===== src/rtl/nic_row_ctrl_if.sv =====
// Host and NIC-row signal bundle for nic_row_ctrl.
// The master modport is the controller's view; slave is the host/NIC side.
interface nic_row_ctrl_if #(
  parameter int PACKET_WIDTH = 64
);
  logic                    tx_valid;
  logic [1:0]              tx_dest;
  logic [PACKET_WIDTH-1:0] tx_data;
  logic                    tx_ready;

  logic                    rx_valid;
  logic                    rx_ready;
  logic [1:0]              rx_src;
  logic [PACKET_WIDTH-1:0] rx_data;

  logic [1:0]              nic_addr;
  logic [PACKET_WIDTH-1:0] nic_wdata;
  logic [3:0]              nicEn;
  logic                    nicEnWR;
  logic [PACKET_WIDTH-1:0] nic_rdata_0;
  logic [PACKET_WIDTH-1:0] nic_rdata_1;
  logic [PACKET_WIDTH-1:0] nic_rdata_2;
  logic [PACKET_WIDTH-1:0] nic_rdata_3;

  logic [15:0]             tx_stall_cnt;

  modport master (
    input  tx_valid, tx_dest, tx_data, rx_ready,
    input  nic_rdata_0, nic_rdata_1, nic_rdata_2, nic_rdata_3,
    output tx_ready, rx_valid, rx_src, rx_data,
    output nic_addr, nic_wdata, nicEn, nicEnWR, tx_stall_cnt
  );

  modport slave (
    output tx_valid, tx_dest, tx_data, rx_ready,
    output nic_rdata_0, nic_rdata_1, nic_rdata_2, nic_rdata_3,
    input  tx_ready, rx_valid, rx_src, rx_data,
    input  nic_addr, nic_wdata, nicEn, nicEnWR, tx_stall_cnt
  );
endinterface


===== src/rtl/nic_row_ctrl.sv =====
// Row controller sharing one register bus across four NICs: injects host packets
// into NIC output buffers and round-robin polls NIC input buffers back to the host.
//   state  | meaning
//   IDLE   | pick TX or RX turn, alternating under contention
//   TX_CHK | read output status of NIC tx_dest
//   TX_WR  | write tx_data into NIC tx_dest output buffer, tx_ready strobe
//   RX_CHK | read input status of NIC rr_ptr
//   RX_RD  | read input buffer of NIC rr_ptr into rx_data
//   RX_OUT | present packet to host until rx_ready
module nic_row_ctrl #(
  parameter int PACKET_WIDTH = 64
) (
  input  logic           clk,
  input  logic           reset,
  nic_row_ctrl_if.master bus
);

  localparam logic [1:0] ADDR_IN_BUF  = 2'b00;
  localparam logic [1:0] ADDR_IN_STS  = 2'b01;
  localparam logic [1:0] ADDR_OUT_BUF = 2'b10;
  localparam logic [1:0] ADDR_OUT_STS = 2'b11;

  typedef enum logic [2:0] {
    IDLE   = 3'd0,
    TX_CHK = 3'd1,
    TX_WR  = 3'd2,
    RX_CHK = 3'd3,
    RX_RD  = 3'd4,
    RX_OUT = 3'd5
  } state_t;

  state_t                  r_state;
  state_t                  w_state_nxt;
  logic [1:0]              r_rr_ptr;
  logic                    r_last_tx;
  logic [15:0]             r_stall_cnt;
  logic [PACKET_WIDTH-1:0] r_rx_data;
  logic [1:0]              r_rx_src;

  logic                    w_go_tx;
  logic                    w_nic_en;
  logic [1:0]              w_nic_sel;
  logic                    w_nic_wr;
  logic [1:0]              w_nic_addr;
  logic [PACKET_WIDTH-1:0] w_nic_wdata;
  logic [PACKET_WIDTH-1:0] w_rdata;
  logic                    w_tx_ready;
  logic                    w_rx_valid;
  logic                    w_stall_inc;
  logic                    w_rr_adv;
  logic                    w_rx_load;

  always_comb begin
    w_rdata = '0;
    case (w_nic_sel)
      2'd0:    w_rdata = bus.nic_rdata_0;
      2'd1:    w_rdata = bus.nic_rdata_1;
      2'd2:    w_rdata = bus.nic_rdata_2;
      default: w_rdata = bus.nic_rdata_3;
    endcase
  end

  // Receive polling is always pending, so a waiting TX wins only on alternate turns.
  assign w_go_tx = bus.tx_valid && !r_last_tx;

  always_comb begin
    w_state_nxt = r_state;
    w_nic_en    = 1'b0;
    w_nic_sel   = 2'd0;
    w_nic_wr    = 1'b0;
    w_nic_addr  = 2'b00;
    w_nic_wdata = '0;
    w_tx_ready  = 1'b0;
    w_rx_valid  = 1'b0;
    w_stall_inc = 1'b0;
    w_rr_adv    = 1'b0;
    w_rx_load   = 1'b0;
    case (r_state)
      IDLE: begin
        w_state_nxt = w_go_tx ? TX_CHK : RX_CHK;
      end
      TX_CHK: begin
        w_nic_en   = 1'b1;
        w_nic_sel  = bus.tx_dest;
        w_nic_addr = ADDR_OUT_STS;
        if (!bus.tx_valid) begin
          w_state_nxt = IDLE;
        end else if (w_rdata[0]) begin
          w_stall_inc = 1'b1;
          w_state_nxt = IDLE;
        end else begin
          w_state_nxt = TX_WR;
        end
      end
      TX_WR: begin
        w_nic_en    = 1'b1;
        w_nic_sel   = bus.tx_dest;
        w_nic_wr    = 1'b1;
        w_nic_addr  = ADDR_OUT_BUF;
        w_nic_wdata = bus.tx_data;
        w_tx_ready  = 1'b1;
        w_state_nxt = IDLE;
      end
      RX_CHK: begin
        w_nic_en   = 1'b1;
        w_nic_sel  = r_rr_ptr;
        w_nic_addr = ADDR_IN_STS;
        if (w_rdata[0]) begin
          w_state_nxt = RX_RD;
        end else begin
          w_rr_adv    = 1'b1;
          w_state_nxt = IDLE;
        end
      end
      RX_RD: begin
        w_nic_en    = 1'b1;
        w_nic_sel   = r_rr_ptr;
        w_nic_addr  = ADDR_IN_BUF;
        w_rx_load   = 1'b1;
        w_state_nxt = RX_OUT;
      end
      RX_OUT: begin
        w_rx_valid = 1'b1;
        if (bus.rx_ready) begin
          w_rr_adv    = 1'b1;
          w_state_nxt = IDLE;
        end
      end
      default: begin
        w_state_nxt = IDLE;
      end
    endcase
  end

  always_ff @(posedge clk or posedge reset) begin
    if (reset) begin
      r_state     <= IDLE;
      r_rr_ptr    <= 2'd0;
      r_last_tx   <= 1'b0;
      r_stall_cnt <= 16'd0;
      r_rx_data   <= '0;
      r_rx_src    <= 2'd0;
    end else begin
      r_state <= w_state_nxt;
      if (r_state == IDLE) begin
        r_last_tx <= ~r_last_tx;
      end
      if (w_rr_adv) begin
        r_rr_ptr <= r_rr_ptr + 2'd1;
      end
      if (w_stall_inc && (r_stall_cnt != 16'hFFFF)) begin
        r_stall_cnt <= r_stall_cnt + 16'd1;
      end
      if (w_rx_load) begin
        r_rx_data <= w_rdata;
        r_rx_src  <= r_rr_ptr;
      end
    end
  end

  assign bus.nicEn        = w_nic_en ? (4'b0001 << w_nic_sel) : 4'b0000;
  assign bus.nicEnWR      = w_nic_wr;
  assign bus.nic_addr     = w_nic_addr;
  assign bus.nic_wdata    = w_nic_wdata;
  assign bus.tx_ready     = w_tx_ready;
  assign bus.rx_valid     = w_rx_valid;
  assign bus.rx_data      = r_rx_data;
  assign bus.rx_src       = r_rx_src;
  assign bus.tx_stall_cnt = r_stall_cnt;

endmodule


===== src/flat_wrapper.sv =====
// flat-port wrapper written by rule: the top's interface ports become plain ports
module nic_row_ctrl_flat 
#(
  parameter int PACKET_WIDTH = 64
)
  (clk, reset, bus_tx_valid, bus_tx_dest, bus_tx_data, bus_rx_ready, bus_nic_rdata_0, bus_nic_rdata_1, bus_nic_rdata_2, bus_nic_rdata_3, bus_tx_ready, bus_rx_valid, bus_rx_src, bus_rx_data, bus_nic_addr, bus_nic_wdata, bus_nicEn, bus_nicEnWR, bus_tx_stall_cnt);
  nic_row_ctrl_if #(.PACKET_WIDTH(PACKET_WIDTH)) bus_i ();
  input  logic clk;
  input  logic reset;
  input wire logic [$bits(bus_i.tx_valid)-1:0] bus_tx_valid;
  input wire logic [$bits(bus_i.tx_dest)-1:0] bus_tx_dest;
  input wire logic [$bits(bus_i.tx_data)-1:0] bus_tx_data;
  input wire logic [$bits(bus_i.rx_ready)-1:0] bus_rx_ready;
  input wire logic [$bits(bus_i.nic_rdata_0)-1:0] bus_nic_rdata_0;
  input wire logic [$bits(bus_i.nic_rdata_1)-1:0] bus_nic_rdata_1;
  input wire logic [$bits(bus_i.nic_rdata_2)-1:0] bus_nic_rdata_2;
  input wire logic [$bits(bus_i.nic_rdata_3)-1:0] bus_nic_rdata_3;
  output wire logic [$bits(bus_i.tx_ready)-1:0] bus_tx_ready;
  output wire logic [$bits(bus_i.rx_valid)-1:0] bus_rx_valid;
  output wire logic [$bits(bus_i.rx_src)-1:0] bus_rx_src;
  output wire logic [$bits(bus_i.rx_data)-1:0] bus_rx_data;
  output wire logic [$bits(bus_i.nic_addr)-1:0] bus_nic_addr;
  output wire logic [$bits(bus_i.nic_wdata)-1:0] bus_nic_wdata;
  output wire logic [$bits(bus_i.nicEn)-1:0] bus_nicEn;
  output wire logic [$bits(bus_i.nicEnWR)-1:0] bus_nicEnWR;
  output wire logic [$bits(bus_i.tx_stall_cnt)-1:0] bus_tx_stall_cnt;
  assign bus_i.tx_valid = bus_tx_valid;
  assign bus_i.tx_dest = bus_tx_dest;
  assign bus_i.tx_data = bus_tx_data;
  assign bus_i.rx_ready = bus_rx_ready;
  assign bus_i.nic_rdata_0 = bus_nic_rdata_0;
  assign bus_i.nic_rdata_1 = bus_nic_rdata_1;
  assign bus_i.nic_rdata_2 = bus_nic_rdata_2;
  assign bus_i.nic_rdata_3 = bus_nic_rdata_3;
  assign bus_tx_ready = bus_i.tx_ready;
  assign bus_rx_valid = bus_i.rx_valid;
  assign bus_rx_src = bus_i.rx_src;
  assign bus_rx_data = bus_i.rx_data;
  assign bus_nic_addr = bus_i.nic_addr;
  assign bus_nic_wdata = bus_i.nic_wdata;
  assign bus_nicEn = bus_i.nicEn;
  assign bus_nicEnWR = bus_i.nicEnWR;
  assign bus_tx_stall_cnt = bus_i.tx_stall_cnt;
  nic_row_ctrl #(.PACKET_WIDTH(PACKET_WIDTH)) u_core (.clk(clk), .reset(reset), .bus(bus_i));
endmodule

===== config.mk =====
export PLATFORM = sky130hd
export DESIGN_NAME = nic_row_ctrl_flat
export DESIGN_NICKNAME = d
export VERILOG_FILES = /design/src/rtl/nic_row_ctrl_if.sv /design/src/rtl/nic_row_ctrl.sv /design/src/flat_wrapper.sv
export SDC_FILE = /design/constraint.sdc
export NUM_CORES = 1
export LEC_CHECK = 0
export CAP_MARGIN = 25
export CORE_AREA = 2 2 187 189
export DETAILED_ROUTE_END_ITERATION = 16
export DIE_AREA = 0 0 189 191
export DONT_BUFFER_PORTS = 1
export PLACE_DENSITY = 0.38
export SLEW_MARGIN = 20
export SYNTH_ARGS = -nofsm -noshare
export SYNTH_HDL_FRONTEND = slang
export SYNTH_SLANG_ARGS = --single-unit

===== constraint.sdc =====
create_clock -name clk -period 3.21 [get_ports clk]
set_input_delay 0.321 -clock clk [delete_from_list [all_inputs] [get_ports clk]]
set_output_delay 0.321 -clock clk [all_outputs]
set_load 0.1 [all_outputs]

==> impl_metrics.yaml, run 1 <==
logic_synthesis:
  syn_area_um2: 6150
  synthFlopType: "dfrtp_1"
  ys_warn_count: 0
  yosys_register_bits: 88
  syn_inst: 775
  yosysSeqAreaShare: 0.358
  syn-num-nets: 1102
  ys_types: 41
  synth_area_per_cell_um2: 7.94
  async_reset_ff_frac: 1.00
  synth-edff-count: 0
worst_setup_path:
  crit_top_cell: "buf_4"
  r2r_start: "u_core.r_state[2]"
  r2r_slack_ns: 0.50
  worstSetupStartpointType: "flop"
  critPathBufInv: 2
  crit_slowest_cell: "dfrtp_1"
  crit_chain: "nand2b_1, o221ai_4, buf_4, and2_1, buf_4"
  criticalPathCategory: "flop to output pin"
  cp_top_family: "buffers and inverters"
  worstPathRequired_ns: 2.89
  reg2reg_to: "u_core.bus.tx_stall_cnt[1]"
  slowest_delay_ns: 0.61
  cp-end-kind: "output pin"
  path_max_fanout: 56
  cp.arrival_ns: 2.64
  rr_worst_depth: 6
route:
  vias: 5886
  totalWireLength_um: 29200
  drtPass1Iterations: 4
  ant_nets: 0
  vias_per_cell: 4.58
  drtIter0Drc: 201
  wire_per_inst_um: 22.7
  drc: 0
cells_and_area:
  layout.cells.non_filler: 1286
  fillers: 3759
  layout.cells.most_common: "nand2_1"
  syn2layout_area_growth_pct: 30.3
  finalNetCount: 1150
  fin_util: 0.235
  layout_common_cells: "207 x nand2_1, 128 x and2_1, 88 x dfrtp_1"
  drive_above_1_share: 0.167
cts:
  postCtsSetupBuffers: 0
  clock-sinks: 88
  cts-buffers-inserted: 9
  cts_tree: "built"
  clockBufferDepth: 2
  clk_latency_ns: 0.34
  clk_pin_slew_worst_paths_ns: 0.07
  htreeDepth: 3
  root_buffer: "clkbuf_16"
floorplanning:
  initial_core_util: 0.180
  io_pins: 481
  dieArea_um2: 36100
  fp.dieW_um: 189
  num_rows: 68
  die_y_um: 191
  core_area_um2: 34100
global_route:
  grt_max_degree: 84
  grt_overflow: 0
  grt_pass1_wl_um: 39800
  grt_pass1_vias: 5690
  antenna_found_initial: 11
  grt_usage: 0.152
sta:
  drv_slew: 0
  slew_headroom: 0.338
  period_minus_slack_ns: 2.97
  setup_viol: 0
  finalHoldViolCount: 0
  worst_pin_slew_ns: 0.994
  rsz0062_at_grt: "no"
  worst_slack_ns: 0.245
  period_share: 0.924
  max_freq_ghz: 0.337
  finalClockSkew_ns: 0.00930
job:
  maxCapViolations: 0
worst_hold_path:
  hold_path.class: "primary input to flop"
  hold_depth: 2
  min_to: "u_core.r_state[0]"
  hp-start: "bus_rx_ready"
placed_design:
  routabilityCongestion: 0.779
  dp.final_hpwl_um: 23600
  dp_slack_ns: 0.454
  io_buffers: 0
  place_inst: 1266
status:
  status: "finished clean"
==> routing by layer <==
metal | wire (um) | up-vias | global-route usage
li1 | - | 2768 | -
met1 | 10400 | 2817 | 0.157
met2 | 16100 | 270 | 0.298
met3 | 1840 | 31 | 0.0338
met4 | 969 | 0 | 0.0556
met5 | 0 | - | 0
==> timing repair <==
item / in CTS / in global routing
hold endpoints to repair: 34 / 0
resized for setup: 0 / 1
hold buffers: 1 / 0
endpoints found under the setup margin: 0 / 1
==> state kept, by name, summed over array words and instances, names as in the netlist <==
name and count:
u_core.r_state 3, u_core.bus.tx_stall_cnt 16, u_core.r_rr_ptr 2, u_core.bus.rx_data 64, u_core.r_last_tx 1, u_core.bus.rx_src 2
==> cells in the mapped netlist (2+ instances only) <==
cell      count  share of area
nand3_1       5         0.0041
mux2_2        2         0.0037
o31ai_1      63          0.077
a211oi_1     63          0.077
buf_1         3         0.0018
nor2b_1       3         0.0031
o211ai_1      4         0.0049
o21ai_0       4         0.0033
buf_4         2         0.0024
buf_2        14          0.011
nand2b_1      3         0.0031
and3_1       66          0.067
clkbuf_1     49          0.030
and2_1      128           0.13
and2_0        4         0.0041
dfrtp_1      88           0.36
nor2_1        6         0.0037
a21oi_1       2         0.0016
nand2_1     208           0.13
mux2i_1       3         0.0049
buf_6         2         0.0037
nor4_2        6          0.012
nor4_1        3         0.0031
xnor2_1      11          0.016
nor3_1        6         0.0049
inv_1         3         0.0018
and4_1        3         0.0043
xor2_1        8          0.011
==> through the flow <==
step	area [um2]	setup TNS [ns]	hold WS [ns]
floorplan	6160	-0.0923	0.487
global placement	7680	0	0.259
detailed placement	7710	0	0.267
CTS	8000	0	0.136
global route	8000	0	0.145
finish	8010	0	0.159
==> cells by family (layout without fill, tap and decap cells) <==
logic type                 Yosys count  in the layout  share of synthesized area
DFF                                 88             88                      0.358
buffers and inverters               73            124                     0.0511
adders and majority gates            1              1                    0.00203
AOI/OAI and AO/OA                  143            143                      0.177
and+or+nand+nor                    444            444                      0.371
muxes                                6              6                     0.0110
xor gates and xnor gates            20             20                     0.0297
other                                0              5                          0
==> area by class of cell <==
cell class              count  area (um2)  share of cell area
inverters                   3        13.8             0.00172
clock buffers              10         229              0.0286
flip-flops and latches     88        2200               0.275
well taps                 455         569              0.0711
diodes                      5        12.5             0.00156
repair buffers            107        1240               0.155
multi-input cells         614        3690               0.461
clock inverters             4        47.5             0.00593
==> worst max path at each step <==
stage	from	cells after the start	slack, ns	to
3_3_place_gp	u_core.r_state[2]	5	0.46	bus_nicEn[3]
3_5_place_dp	u_core.r_state[2]	5	0.45	bus_nicEn[3]
5_1_grt	u_core.r_state[2]	5	0.04	bus_nicEn[1]
6_report	u_core.r_state[2]	5	0.24	bus_nicEn[1]
4_1_cts	u_core.r_state[2]	5	0.06	bus_nicEn[3]
2_1_floorplan	u_core.r_state[0]	7	-0.09	bus_nicEn[2]
Power of run 1 is left out: the tool's default activity adds up to more than one toggle a clock period on the data nets, which glitch-free logic cannot reach.
==> run 2, diff against run 1 <==
- RECOVER_POWER: not set -> 50
==> run 2 against run 1 <==
Effect of this change: maximum frequency fell by 0.24%; the run now ends with capacitance limit, slew limit left; largest cell class unchanged; clock skew fell by 0.0033 ns; design area fell by 1.0%.
==> impl_metrics.yaml, run 2 (synthesis gave the netlist of run 1 again) <==
status:
  status: "finished, violations left"
  violations: "capacitance limit, slew limit"
floorplanning:
  num_rows: 68
  fp.dieW_um: 189
  io_pins: 481
  initial_core_util: 0.180
  die_y_um: 191
  core_area_um2: 34100
  dieArea_um2: 36100
worst_hold_path:
  hold_depth: 2
  hold_path.class: "primary input to flop"
  hp-start: "bus_rx_ready"
  min_to: "u_core.r_state[0]"
sta:
  period_minus_slack_ns: 2.97
  rsz0062_at_grt: "no"
  fin_setup_tns_ns: 0
  finalClockSkew_ns: 0.00599
  slew_headroom: -0.184
  finalHoldViolCount: 0
  max_freq_ghz: 0.336
  setup_viol: 0
  drv_slew: 37
  worst_slack_ns: 0.238
  worst_pin_slew_ns: 1.77
  period_share: 0.926
cells_and_area:
  fin_util: 0.232
  finalNetCount: 1150
  layout.cells.non_filler: 1286
  layout_common_cells: "207 x nand2_1, 128 x and2_1, 88 x dfrtp_1"
  drive_above_1_share: 0.146
  layout.cells.most_common: "nand2_1"
  syn2layout_area_growth_pct: 28.9
  multi_input_comb_area_um2: 3690
  largest_reg_flops: 64
  fillers: 3773
  seqCellArea_um2: 2200
worst_setup_path:
  crit_slowest_cell: "dfrtp_1"
  critical_path_depth: 5
  r2r_slack_ns: 0.26
  cp_top_family: "buffers and inverters"
  slowest_delay_ns: 0.61
  worstPathRequired_ns: 2.89
  reg2reg_to: "u_core.bus.tx_stall_cnt[1]"
  path_max_fanout: 56
  crit_top_cell: "buf_4"
  crit_chain: "nand2b_1, o221ai_4, buf_4, and2_1, buf_4"
  critPathBufInv: 2
  cp.arrival_ns: 2.65
  worstSetupStartpointType: "flop"
  r2r_start: "u_core.bus.tx_stall_cnt[15]"
  cp-end-kind: "output pin"
  criticalPathCategory: "flop to output pin"
  rr_worst_depth: 7
route:
  ant_nets: 0
  drc: 0
  vias_per_cell: 4.56
  drtIter0Drc: 205
  drtPass1Iterations: 4
  vias: 5860
  wire_per_inst_um: 22.7
  totalWireLength_um: 29200
cts:
  clockBufferDepth: 2
  clock-sinks: 88
  htreeDepth: 3
  root_buffer: "clkbuf_16"
  clk_latency_ns: 0.34
  cts_tree: "built"
  clk_pin_slew_worst_paths_ns: 0.07
  cts-buffers-inserted: 9
global_route:
  grt_max_degree: 84
  antenna_found_initial: 11
  grt_pass1_vias: 5690
  grt_usage: 0.152
  grt_overflow: 0
  grt_pass1_wl_um: 39800
placed_design:
  routabilityCongestion: 0.779
  place_inst: 1266
  dp_slack_ns: 0.454
  io_buffers: 0
  dp.final_hpwl_um: 23600
job:
  maxCapViolations: 1
==> run 2: metal layers <==
layer | GRT usage | wire length [um] | up-vias | share of wire
met5 | 0 | 0 | - | 0
met4 | 0.0556 | 969 | 0 | 0.033
met3 | 0.0338 | 1870 | 31 | 0.064
met2 | 0.298 | 16000 | 268 | 0.55
met1 | 0.157 | 10300 | 2788 | 0.35
li1 | - | - | 2773 | -
==> run 2: layout make-up <==
class                      instances  share of cell area
tap                              455              0.0718
antenna                            5             0.00158
multi-input combinational        614               0.466
inverter                           3             0.00158
clock inverter                     4             0.00600
clock buffer                      10              0.0289
timing repair buffer             107               0.147
sequential                        88               0.278
==> run 2: how the worst max path moves through the flow <==
| stage | startpoint | end | slack, ns |
|---|---|---|---|
| after floorplan | u_core.r_state[0] | bus_nicEn[2] | -0.09 |
| after global placement | u_core.r_state[2] | bus_nicEn[3] | 0.46 |
| after detailed placement | u_core.r_state[2] | bus_nicEn[3] | 0.45 |
| after CTS | u_core.r_state[2] | bus_nicEn[3] | 0.06 |
| after global routing | u_core.r_state[2] | bus_nicEn[1] | 0.04 |
| final | u_core.r_state[2] | bus_nicEn[1] | 0.24 |
==> run 2: stage by stage <==
step | hold slack, ns | area, um2
after CTS | 0.136 | 8000
after global routing | 0.145 | 7920
after floorplan | 0.487 | 6160
after detailed placement | 0.267 | 7710
after global placement | 0.259 | 7680
final | 0.158 | 7930
==> run 2: timing repair <==
| item | in CTS | in global routing |
|---|---|---|
| gates resized for setup | 0 | 1 |
| setup endpoints to repair | 0 | 1 |
| endpoints found under the hold margin | 34 | 0 |
| hold buffers | 1 | 0 |
| buffers inserted | 0 | 0 |
==> run 2: worst register-to-register path, stage by stage, from the launching register on <==
cell and delay [ns]:
dfrtp_1 0.32, clkbuf_1 0.98, and4_1 0.40, nand3_1 0.11
nor2_1 0.23, nor3_1 0.18, o21ai_1 0.28, mux2_4 0.32
Power of run 2 is left out for the same reason.
==> run 3, diff against run 2 <==
- CTS_BUF_LIST: not set -> sky130_fd_sc_hd__clkbuf_4 sky130_fd_sc_hd__clkbuf_8
==> run 3 against run 2 <==
Effect of this change: the run still ends with capacitance limit, slew limit left; sequential cell count unchanged; routed wire length up 0.42%; clock-buffer cell count unchanged; design area down 1.2%; global-route usage about the same; die area unchanged; critical path type is now flop to flop; largest cell class unchanged.
==> impl_metrics.yaml, run 3 (synthesis gave the netlist of run 1 again) <==
route:
  vias_per_cell: 4.59
  drc: 0
  wire_per_inst_um: 22.8
  drtPass1Iterations: 4
  drtIter0Drc: 196
  ant_nets: 0
  vias: 5898
  totalWireLength_um: 29300
floorplanning:
  dieArea_um2: 36100
  num_rows: 68
  fp.dieW_um: 189
  die_y_um: 191
  initial_core_util: 0.180
  core_area_um2: 34100
  io_pins: 481
cells_and_area:
  drive_above_1_share: 0.148
  design_area_um2: 7840
  syn2layout_area_growth_pct: 27.4
  layout.cells.most_common: "nand2_1"
  finalNetCount: 1150
  layout_common_cells: "207 x nand2_1, 128 x and2_1, 88 x dfrtp_1"
  fin_util: 0.230
  largest_reg_flops: 64
worst_setup_path:
  worstSetupStartpointType: "flop"
  criticalPathCategory: "flop to flop"
  cp-end-kind: "flop"
  cp.arrival_ns: 3.22
  worstPathRequired_ns: 3.47
  path_max_fanout: 6
global_route:
  grt_overflow: 0
  grt_usage: 0.152
  grt_pass1_vias: 5697
  antenna_found_initial: 11
  grt_pass1_wl_um: 39800
  grt_max_degree: 84
sta:
  slew_headroom: -0.207
  finalHoldViolCount: 0
  max_freq_ghz: 0.338
  worst_pin_slew_ns: 1.80
  setup_viol: 0
  period_share: 0.921
  rsz0062_at_grt: "no"
  fin_setup_tns_ns: 0
  finalClockSkew_ns: 0.0115
  period_minus_slack_ns: 2.96
  drv_slew: 37
cts:
  cts_tree: "built"
  clockBufferDepth: 2
  clk_latency_ns: 0.37
  htreeDepth: 3
  postCtsSetupBuffers: 0
  cts-buffers-inserted: 9
  clk_pin_slew_worst_paths_ns: 0.10
  clock-sinks: 88
  root_buffer: "clkbuf_8"
placed_design:
  io_buffers: 0
  dp.final_hpwl_um: 23600
  routabilityCongestion: 0.779
  placed_cell_area_um2: 7710
worst_hold_path:
  hold_path.class: "primary input to flop"
job:
  maxCapViolations: 1
status:
  status: "finished, violations left"
  violations: "capacitance limit, slew limit"
run 3: cell counts in the layout (fill, tap and decap cells not counted):
No cell type changed its count.
run 3: layout make-up:
type / instances / area (um2)
diodes: 5 / 12.5
clock buffers: 10 / 131
clock inverters: 4 / 47.5
fillers: 3790 / 26300
inverters: 3 / 12.5
multi-input cells: 614 / 3690
flip-flops and latches: 88 / 2200
well taps: 455 / 569
repair buffers: 107 / 1170
run 3: layer usage:
metal,vias to the layer above,GRT usage,routed length (um)
li1,2773,-,-
met1,2827,0.156,10400
met2,267,0.299,16100
met3,31,0.0338,1850
met4,0,0.0556,969
met5,-,0,0
run 3: timing repair:
action | CTS | global route
endpoints found under the hold margin | 34 | 0
setup endpoints to repair | 0 | 1
hold buffers | 1 | 0
gates resized for setup | 0 | 2
run 3: worst max-delay path, cell delays in order, from the launching register on:
cell and delay (ns):
dfrtp_1 0.33, clkbuf_1 0.99, and4_1 0.40, nand3_1 0.11, nor2_1 0.23, nor3_1 0.18, o21ai_1 0.28, mux2_4 0.32
run 3: final timing paths:
path,cells after the start,slack (ns),end,from
max in group asynchronous,3,0.88,u_core.bus.rx_data[47],reset
min,2,0.13,u_core.r_state[0],bus_rx_ready
min in group asynchronous,2,0.85,u_core.bus.rx_data[31],reset
min reg2reg,2,0.55,u_core.r_last_tx,u_core.r_last_tx
max reg2reg,7,0.25,u_core.bus.tx_stall_cnt[1],u_core.bus.tx_stall_cnt[15]
max,7,0.25,u_core.bus.tx_stall_cnt[1],u_core.bus.tx_stall_cnt[15]
run 3: stage by stage:
step / setup slack, ns / hold slack [ns] / std cells
3_3_place_gp: 0.461 / 0.259 / 1264
2_1_floorplan: -0.0923 / 0.487 / 775
4_1_cts: 0.0104 / 0.0858 / 1281
3_5_place_dp: 0.454 / 0.267 / 1266
5_1_grt: 0.0731 / 0.101 / 1282
6_report: 0.252 / 0.130 / 1286
Power of run 3 is left out for the same reason.
